==> config.mk <==
export PLATFORM = sky130hd
export DESIGN_NAME = inst_encoder
export DESIGN_NICKNAME = d
export VERILOG_FILES = /design/src/rtl/inst_encoder.sv
export SDC_FILE = /design/constraint.sdc
export NUM_CORES = 1
export LEC_CHECK = 0
export ABC_AREA = 1
export ABC_CLOCK_PERIOD_IN_PS = 1800
export BUFFER_PORTS_ARGS = -buffer_cell sky130_fd_sc_hd__buf_2
export CORE_MARGIN = 2
export CORE_UTILIZATION = 49
export DETAILED_ROUTE_END_ITERATION = 10
export HOLD_SLACK_MARGIN = 0.02
export PLACE_DENSITY = 0.83
export SKIP_CTS_REPAIR_TIMING = 1
export SLEW_MARGIN = 20
export SYNTH_ARGS = -nofsm -noshare
export SYNTH_HDL_FRONTEND = slang
export SYNTH_SLANG_ARGS = --single-unit
==> constraint.sdc <==
create_clock -name clk -period 1.8 [get_ports clk]
set_clock_uncertainty 0.2 [all_clocks]
set_input_delay 0.36 -clock clk [delete_from_list [all_inputs] [get_ports clk]]
set_output_delay 0.36 -clock clk [all_outputs]
set_load 0.1 [all_outputs]
==> src/rtl/inst_encoder.sv <==
// ----------------------------------------------------------------------------
// inst_encoder
//
// Packs LOAD / STORE / BRANCH requests into 32-bit RV32I instruction words
// and tags every emitted word with a running instruction address.
//
// A single output register sits between a valid/ready request port and a
// valid/ready instruction port. When the consumer is ready, a new request is
// accepted on the same edge as the current word leaves, so back-to-back
// requests flow at one word per cycle.
//
// Requests with a reserved opcode (and, when enabled, out-of-range
// immediates) are accepted but dropped: no word is produced, the address
// counter does not move, and the error flag / saturating error counter
// record the rejection.
//
// Parameters
//   BASE_ADDR   address assigned to the first word emitted after reset
//
// Ports
//   clk         sole clock, rising-edge
//   rst         synchronous, active-high reset
//   in_valid    request valid
//   in_ready    encoder can accept a request (!out_valid || out_ready)
//   in_op       00 LOAD, 01 STORE, 10 BRANCH, 11 reserved
//   in_rd       destination register (LOAD)
//   in_rs1      source register 1
//   in_rs2      source register 2 (STORE, BRANCH)
//   in_funct3   funct3 field
//   in_imm      signed immediate
//   out_valid   encoded word valid
//   out_ready   consumer accepts the word
//   out_instr   encoded instruction word
//   out_addr    address of out_instr
//   err_flag    sticky: at least one request rejected since reset
//   err_count   rejected requests, saturating at 255
//
// Build option
//   IMM_RANGE_CHECK_EN  when defined, immediates that do not fit their
//                       instruction format are rejected instead of being
//                       silently truncated.
// ----------------------------------------------------------------------------
module inst_encoder #(
    parameter logic [31:0] BASE_ADDR = 32'h0000_0000
) (
    input  logic        clk,
    input  logic        rst,
    input  logic        in_valid,
    output logic        in_ready,
    input  logic [1:0]  in_op,
    input  logic [4:0]  in_rd,
    input  logic [4:0]  in_rs1,
    input  logic [4:0]  in_rs2,
    input  logic [2:0]  in_funct3,
    input  logic [31:0] in_imm,
    output logic        out_valid,
    input  logic        out_ready,
    output logic [31:0] out_instr,
    output logic [31:0] out_addr,
    output logic        err_flag,
    output logic [7:0]  err_count
);

    // ------------------------------------------------------------------
    // Types and constants
    // ------------------------------------------------------------------
    typedef enum logic [1:0] {
        OP_LOAD   = 2'b00,
        OP_STORE  = 2'b01,
        OP_BRANCH = 2'b10,
        OP_RSVD   = 2'b11
    } op_t;

    typedef enum logic {
        EMPTY = 1'b0,
        FULL  = 1'b1
    } state_t;

    localparam logic [6:0] OPC_LOAD   = 7'b0000011;
    localparam logic [6:0] OPC_STORE  = 7'b0100011;
    localparam logic [6:0] OPC_BRANCH = 7'b1100011;

    localparam logic [31:0] ADDR_STEP = 32'd4;
    localparam logic [7:0]  ERR_MAX   = 8'hFF;

    // ------------------------------------------------------------------
    // Format packers
    // ------------------------------------------------------------------
    function automatic logic [31:0] pack_i(
        input logic [11:0] imm,
        input logic [4:0]  rs1,
        input logic [2:0]  funct3,
        input logic [4:0]  rd
    );
        return {imm, rs1, funct3, rd, OPC_LOAD};
    endfunction

    function automatic logic [31:0] pack_s(
        input logic [11:0] imm,
        input logic [4:0]  rs2,
        input logic [4:0]  rs1,
        input logic [2:0]  funct3
    );
        return {imm[11:5], rs2, rs1, funct3, imm[4:0], OPC_STORE};
    endfunction

    // Branch offsets are halfword aligned, so imm[0] has no slot in the word.
    function automatic logic [31:0] pack_b(
        input logic [12:1] imm,
        input logic [4:0]  rs2,
        input logic [4:0]  rs1,
        input logic [2:0]  funct3
    );
        return {imm[12], imm[10:5], rs2, rs1, funct3, imm[4:1], imm[11], OPC_BRANCH};
    endfunction

    // ------------------------------------------------------------------
    // Request decode
    // ------------------------------------------------------------------
    op_t         op;
    logic        legal;
    logic [31:0] enc_word;
    logic        accept;
    logic        complete;
    logic        load_word;
    logic        reject;

    assign op = op_t'(in_op);

`ifdef IMM_RANGE_CHECK_EN
    // An immediate fits when every bit above the format's sign bit is a
    // copy of that sign bit (all zeros or all ones).
    logic imm_fits_12;
    logic imm_fits_13;

    assign imm_fits_12 = (in_imm[31:11] == '0) || (&in_imm[31:11]);
    assign imm_fits_13 = (in_imm[31:12] == '0) || (&in_imm[31:12]);
`else
    // Upper immediate bits are truncated away in this build.
    logic unused_imm_hi;

    assign unused_imm_hi = ^in_imm[31:13];
`endif

    // NOTE: every signal written in an always_comb gets a default first so
    // that no path leaves it unassigned, which would infer a latch.
    always_comb begin
        legal = 1'b1;
        case (op)
            OP_RSVD:   legal = 1'b0;
`ifdef IMM_RANGE_CHECK_EN
            OP_LOAD,
            OP_STORE:  legal = imm_fits_12;
            OP_BRANCH: legal = imm_fits_13 && !in_imm[0];
`endif
            default:   legal = 1'b1;
        endcase
    end

    always_comb begin
        enc_word = '0;
        case (op)
            OP_LOAD:   enc_word = pack_i(in_imm[11:0], in_rs1, in_funct3, in_rd);
            OP_STORE:  enc_word = pack_s(in_imm[11:0], in_rs2, in_rs1, in_funct3);
            OP_BRANCH: enc_word = pack_b(in_imm[12:1], in_rs2, in_rs1, in_funct3);
            default:   enc_word = '0;
        endcase
    end

    // ------------------------------------------------------------------
    // Handshakes
    // ------------------------------------------------------------------
    state_t state;

    // The register is free when empty or when its word leaves this cycle.
    assign in_ready  = !out_valid || out_ready;
    assign accept    = in_valid && in_ready;
    assign complete  = out_valid && out_ready;
    assign load_word = accept && legal;
    assign reject    = accept && !legal;

    // ------------------------------------------------------------------
    // Output register, address counter, error tracking
    // ------------------------------------------------------------------
    // NOTE: sequential state uses non-blocking assignments only, so every
    // right-hand side reads the value from before this clock edge.
    always_ff @(posedge clk) begin
        if (rst) begin
            state     <= EMPTY;
            out_valid <= 1'b0;
            out_instr <= '0;
            out_addr  <= BASE_ADDR;
            err_flag  <= 1'b0;
            err_count <= '0;
        end else begin
            // The address names the word currently held, so it moves on
            // only when that word is consumed; rejected requests never
            // occupy an address.
            if (complete) begin
                out_addr <= out_addr + ADDR_STEP;
            end

            if (reject) begin
                err_flag <= 1'b1;
                if (err_count != ERR_MAX) begin
                    err_count <= err_count + 8'd1;
                end
            end

            case (state)
                EMPTY: begin
                    if (load_word) begin
                        state     <= FULL;
                        out_valid <= 1'b1;
                        out_instr <= enc_word;
                    end
                end
                FULL: begin
                    // A legal accept while full implies out_ready, so the
                    // old word leaves on this edge and the new one replaces
                    // it without a bubble.
                    if (load_word) begin
                        out_instr <= enc_word;
                    end else if (complete) begin
                        state     <= EMPTY;
                        out_valid <= 1'b0;
                    end
                end
                default: begin
                    state     <= EMPTY;
                    out_valid <= 1'b0;
                end
            endcase
        end
    end

endmodule

Yosys cells after proc, flatten, opt, wreduce, memory -nomap -nowiden

Cells that the tools add are included.

Register bits after elaboration: 75
Bits of input ports: 56
Logic and storage cells: 36

Add/subtract/negate cells: 2
Equal/unequal tests: 7
Muxes and demuxes: 11
Bitwise gates (word level): 1
Reduce and logical (&&, ||, !) cells: 9

Operator list:

| cell                                                                   | count |
|---|---|
| 32-bit one-hot mux with 3 select lines                                 | 1 |
| 32-bit by 3-bit adder with 32-bit output (second input constant)       | 1 |
| 32-bit 2-to-1 mux                                                      | 1 |
| 8-bit by 1-bit adder with 8-bit output (second input constant)         | 1 |
| 8-bit inequality test (second input constant)                          | 1 |
| 1-bit 2-to-1 mux                                                       | 7 |
| 2-bit inequality test (second input constant)                          | 3 |
| 2-bit equality test (second input constant)                            | 2 |
| 1-bit logical AND                                                      | 4 |
| 1-bit one-hot mux with 2 select lines                                  | 2 |
| 3-bit AND reduction                                                    | 1 |
| 2-bit by 1-bit equality test with 1-bit output (second input constant) | 1 |
| 2-bit zero test                                                        | 1 |
| 2-bit AND reduction                                                    | 1 |
| 1-bit zero test                                                        | 1 |
| 1-bit logical OR                                                       | 1 |
| 1-bit inverter                                                         | 1 |

Depth between registers and ports, before layout

Depth after elaboration: 6
Depth in mapped cells: 9
Mapped depth without buffers: 9

Least setup slack after synthesis

No wires, ideal clock.

Path type: flip-flop to flip-flop
From: register out_valid
To: register out_instr[10]
Data arrival time: 2314 ps
Slack: -841 ps
Cell stages (with the launch flop): 7
Buffers on the path: 1
Period minus slack after synthesis: 2641 ps
Path through: dfxtp_1 -> nand2_2 -> nand3b_2 -> nor2_4 -> buf_4 -> a22oi_1 -> nor2_1

Cells in the longest elaborated chain, start to end: 4

RTL lines:

| what                   | line | RTL |
|---|---|---|
| start, declared        | 56   | `output logic out_valid,` |
| start signal, assigned | 190  | `out_valid <= 1'b0;` |
| start signal, assigned | 214  | `out_valid <= 1'b1;` |
| start signal, assigned | 226  | `out_valid <= 1'b0;` |
| 1-bit zero test        | 176  | `assign in_ready = !out_valid \|\| out_ready;` |
| 1-bit logical OR       | 176  |  |
| via in_ready           | 49   | `output logic in_ready,` |
| 1-bit logical AND      | 177  | `assign accept = in_valid && in_ready;` |
| 1-bit logical AND      | 179  | `assign load_word = accept && legal;` |
| end signal, assigned   | 215  | `out_instr <= enc_word;` |
| end signal, assigned   | 223  | `out_instr <= enc_word;` |
| end, declared          | 58   | `output logic [31:0] out_instr,` |

The timed path passes the listed nets, and every way through them passes these cells.
A chain may end at the register's enable or synchronous reset.

Final worst setup path

From: register out_addr[28]
To: output out_addr[28]

RTL lines:

| what                   | line | RTL |
|---|---|---|
| start, declared        | 59   | `output logic [31:0] out_addr,` |
| start signal, assigned | 200  | `out_addr <= out_addr + ADDR_STEP;` |

No word-level cell between the ends.

==> out/metrics.cfg <==
[critical_path]
setup.worst_path.end_class=output pin
crit_family=buffers and inverters
arrival_ps=1180
max_stage_delay_ps=440
cp_slowest_cell=buf_2
path_cells=buf_2
critPathBufInv=1
crit_type=register to output pin
start_kind=register
crit_fanout=6
cp.required_ps=1240

[die]
die_w_um=88.5
fp.dieH_um=88.5
die_area_um2=7830
initial_utilization_pct=50.9
core_um2=6870
num_rows=30
io_pins=131

[cells_and_area]
nets=668
syn_to_final_growth_pct=29.2
layout-drive-gt1-share_pct=33.8
num_antenna_cells=0
finalNonFillerCells=705
post-route-util_pct=65.8

[yosys]
ys_seq_area_share_pct=39.5
syn_area_um2=3500
avgSynthCellArea_um2=7.08
ys_warn_count=0
synth_cell_type_count=33
synth_seq_cells=69
synthCells=494

[detailed_routing]
drt_pre_antenna_iters=5
dr.first_iter.drc_count=187
wirelength_um=8890
wl_per_cell_um=12.6
drt-vias-per-instance=5.07
final_antenna_net_count=0
vias=3574
drc_errors=0

[clock_tree]
ctsRootBufferMaster=clkbuf_8
cts.sinks=69
clkTransAtPathRegs_ps=70
h-tree-depth=3
worstSkewPairLatency_ps=350
clockBufferDepth=2
cts_tree=done
cts_made_buffers=9

[sta]
whs_ps=163
rsz0062_at_grt=false
slew_violations=0
setup_slack_ps=59.4
post-route-min-period_ps=1740
setup_violations=0
period_share_pct=96.7
fmax_ghz=0.575
finalHoldViolations=0

[global_routing]
grt_pass1_vias=3270
grt_max_degree=42
grt_overflow=0
antenna_found_initial=0
grt_pass1_wl_um=14600
grtUsageTotal_pct=23.6

[placed_design]
port_buffers=106
place_ws_ps=-49.5
place.gp.congestion=0.909
dp_hpwl_um=6510
dp.cells=689

[min_path]
min_path_type=input pin to register

[pwr]
p_total_w=0.00367
pwr_density_cell_nw_per_um2=811
ir_drop_mv=0.545
p_leak_nw=2.05

[outcome]
status=finished clean

[flow_run]
max_cap_viol_count=0

-- flip-flops by register name, summed over array words and instances (netlist names) --
register   flops
out_valid      1
err_flag       1
out_instr     28
state          1
err_count      8
out_addr      30
-- cell usage in the layout, fill, tap and decap left out, drive strengths merged --
master and count:
o21a 1, and3 1, nor3 7, inv 64, a22oi 23, dfxtp 69, o21ai 31, clkinvlp 1
buf 118, xor2 3, nand2 82, a21oi 32, o21bai 2, nand3b 2, conb 5, clkbuf 9
nand4 13, a31oi 1, ha 8, clkinv 5, bufinv 2, nor2 100, nor3b 1, nand3 29
-- Yosys cell counts, drive strengths merged --
cell	instances	area [µm²]
and3	1	7.51
a21oi	32	164
nand2	82	320
o21bai	2	15.0
nor3	7	46.3
clkinv	2	8.75
clkbuf	7	27.5
nor2	100	435
inv	63	236
nand4	13	81.3
buf	16	103
nor3b	1	12.5
a31oi	1	6.26
o21ai	31	155
xor2	3	26.3
conb	1	3.75
nand3b	2	18.8
a22oi	23	173
o21a	1	7.51
nand3	29	170
ha	8	100
dfxtp	69	1380
-- layout make-up --
class,instances,area (µm²)
timing repair buffer,118,698
tap,96,120
clock inverter,7,88.8
clock buffer,9,124
inverter,65,245
multi-input combinational,341,1780
fill,624,2350
sequential,69,1460
-- power breakdown --
| group | internal (W) | switching, W | total, W |
|---|---|---|---|
| logic | 0.000165 | 0.000532 | 0.000697 |
| registers | 0.00155 | 0.0000291 | 0.00158 |
| clock network | 0.000773 | 0.000618 | 0.00139 |
-- through the flow --
step / TNS [ps] / area, µm²
after floorplan: 0 / 3620
after global placement: -44.4 / 4310
after detailed placement: -562 / 4310
after CTS: 0 / 4520
after global routing: 0 / 4520
final: 0 / 4520
-- path summary, 6_finish.rpt --
check | end | from | slack (ps) | cells past startpoint
worst max-delay path | out_addr[28] | out_addr[28] | 60 | 1
worst min-delay path | out_instr[9] | in_rd[2] | 160 | 5
worst max register to register | out_addr[26] | out_addr[2] | 140 | 8
worst min register to register | out_instr[5] | out_instr[5] | 250 | 2
-- layer usage --
layer  share of wire (%)  track usage, %  vias up
li1                    -               -     1812
met1                  41            27.6     1611
met2                  49            40.3      133
met3                 8.0            6.81       18
met4                 2.0            10.6        0
met5                   0               0        -
-- cells by family after synthesis --
kind of cell    count (synthesis)  share of synthesized area [%]
compound gates                 90                           14.9
other cells                     1                          0.107
flops                          69                           39.5
fa+ha+maj                       8                           2.86
simple gates                  235                           31.2
buf+inv                        88                           10.7
xor+xnor                        3                          0.751
Note: power is estimated with default switching activity, not from simulation.
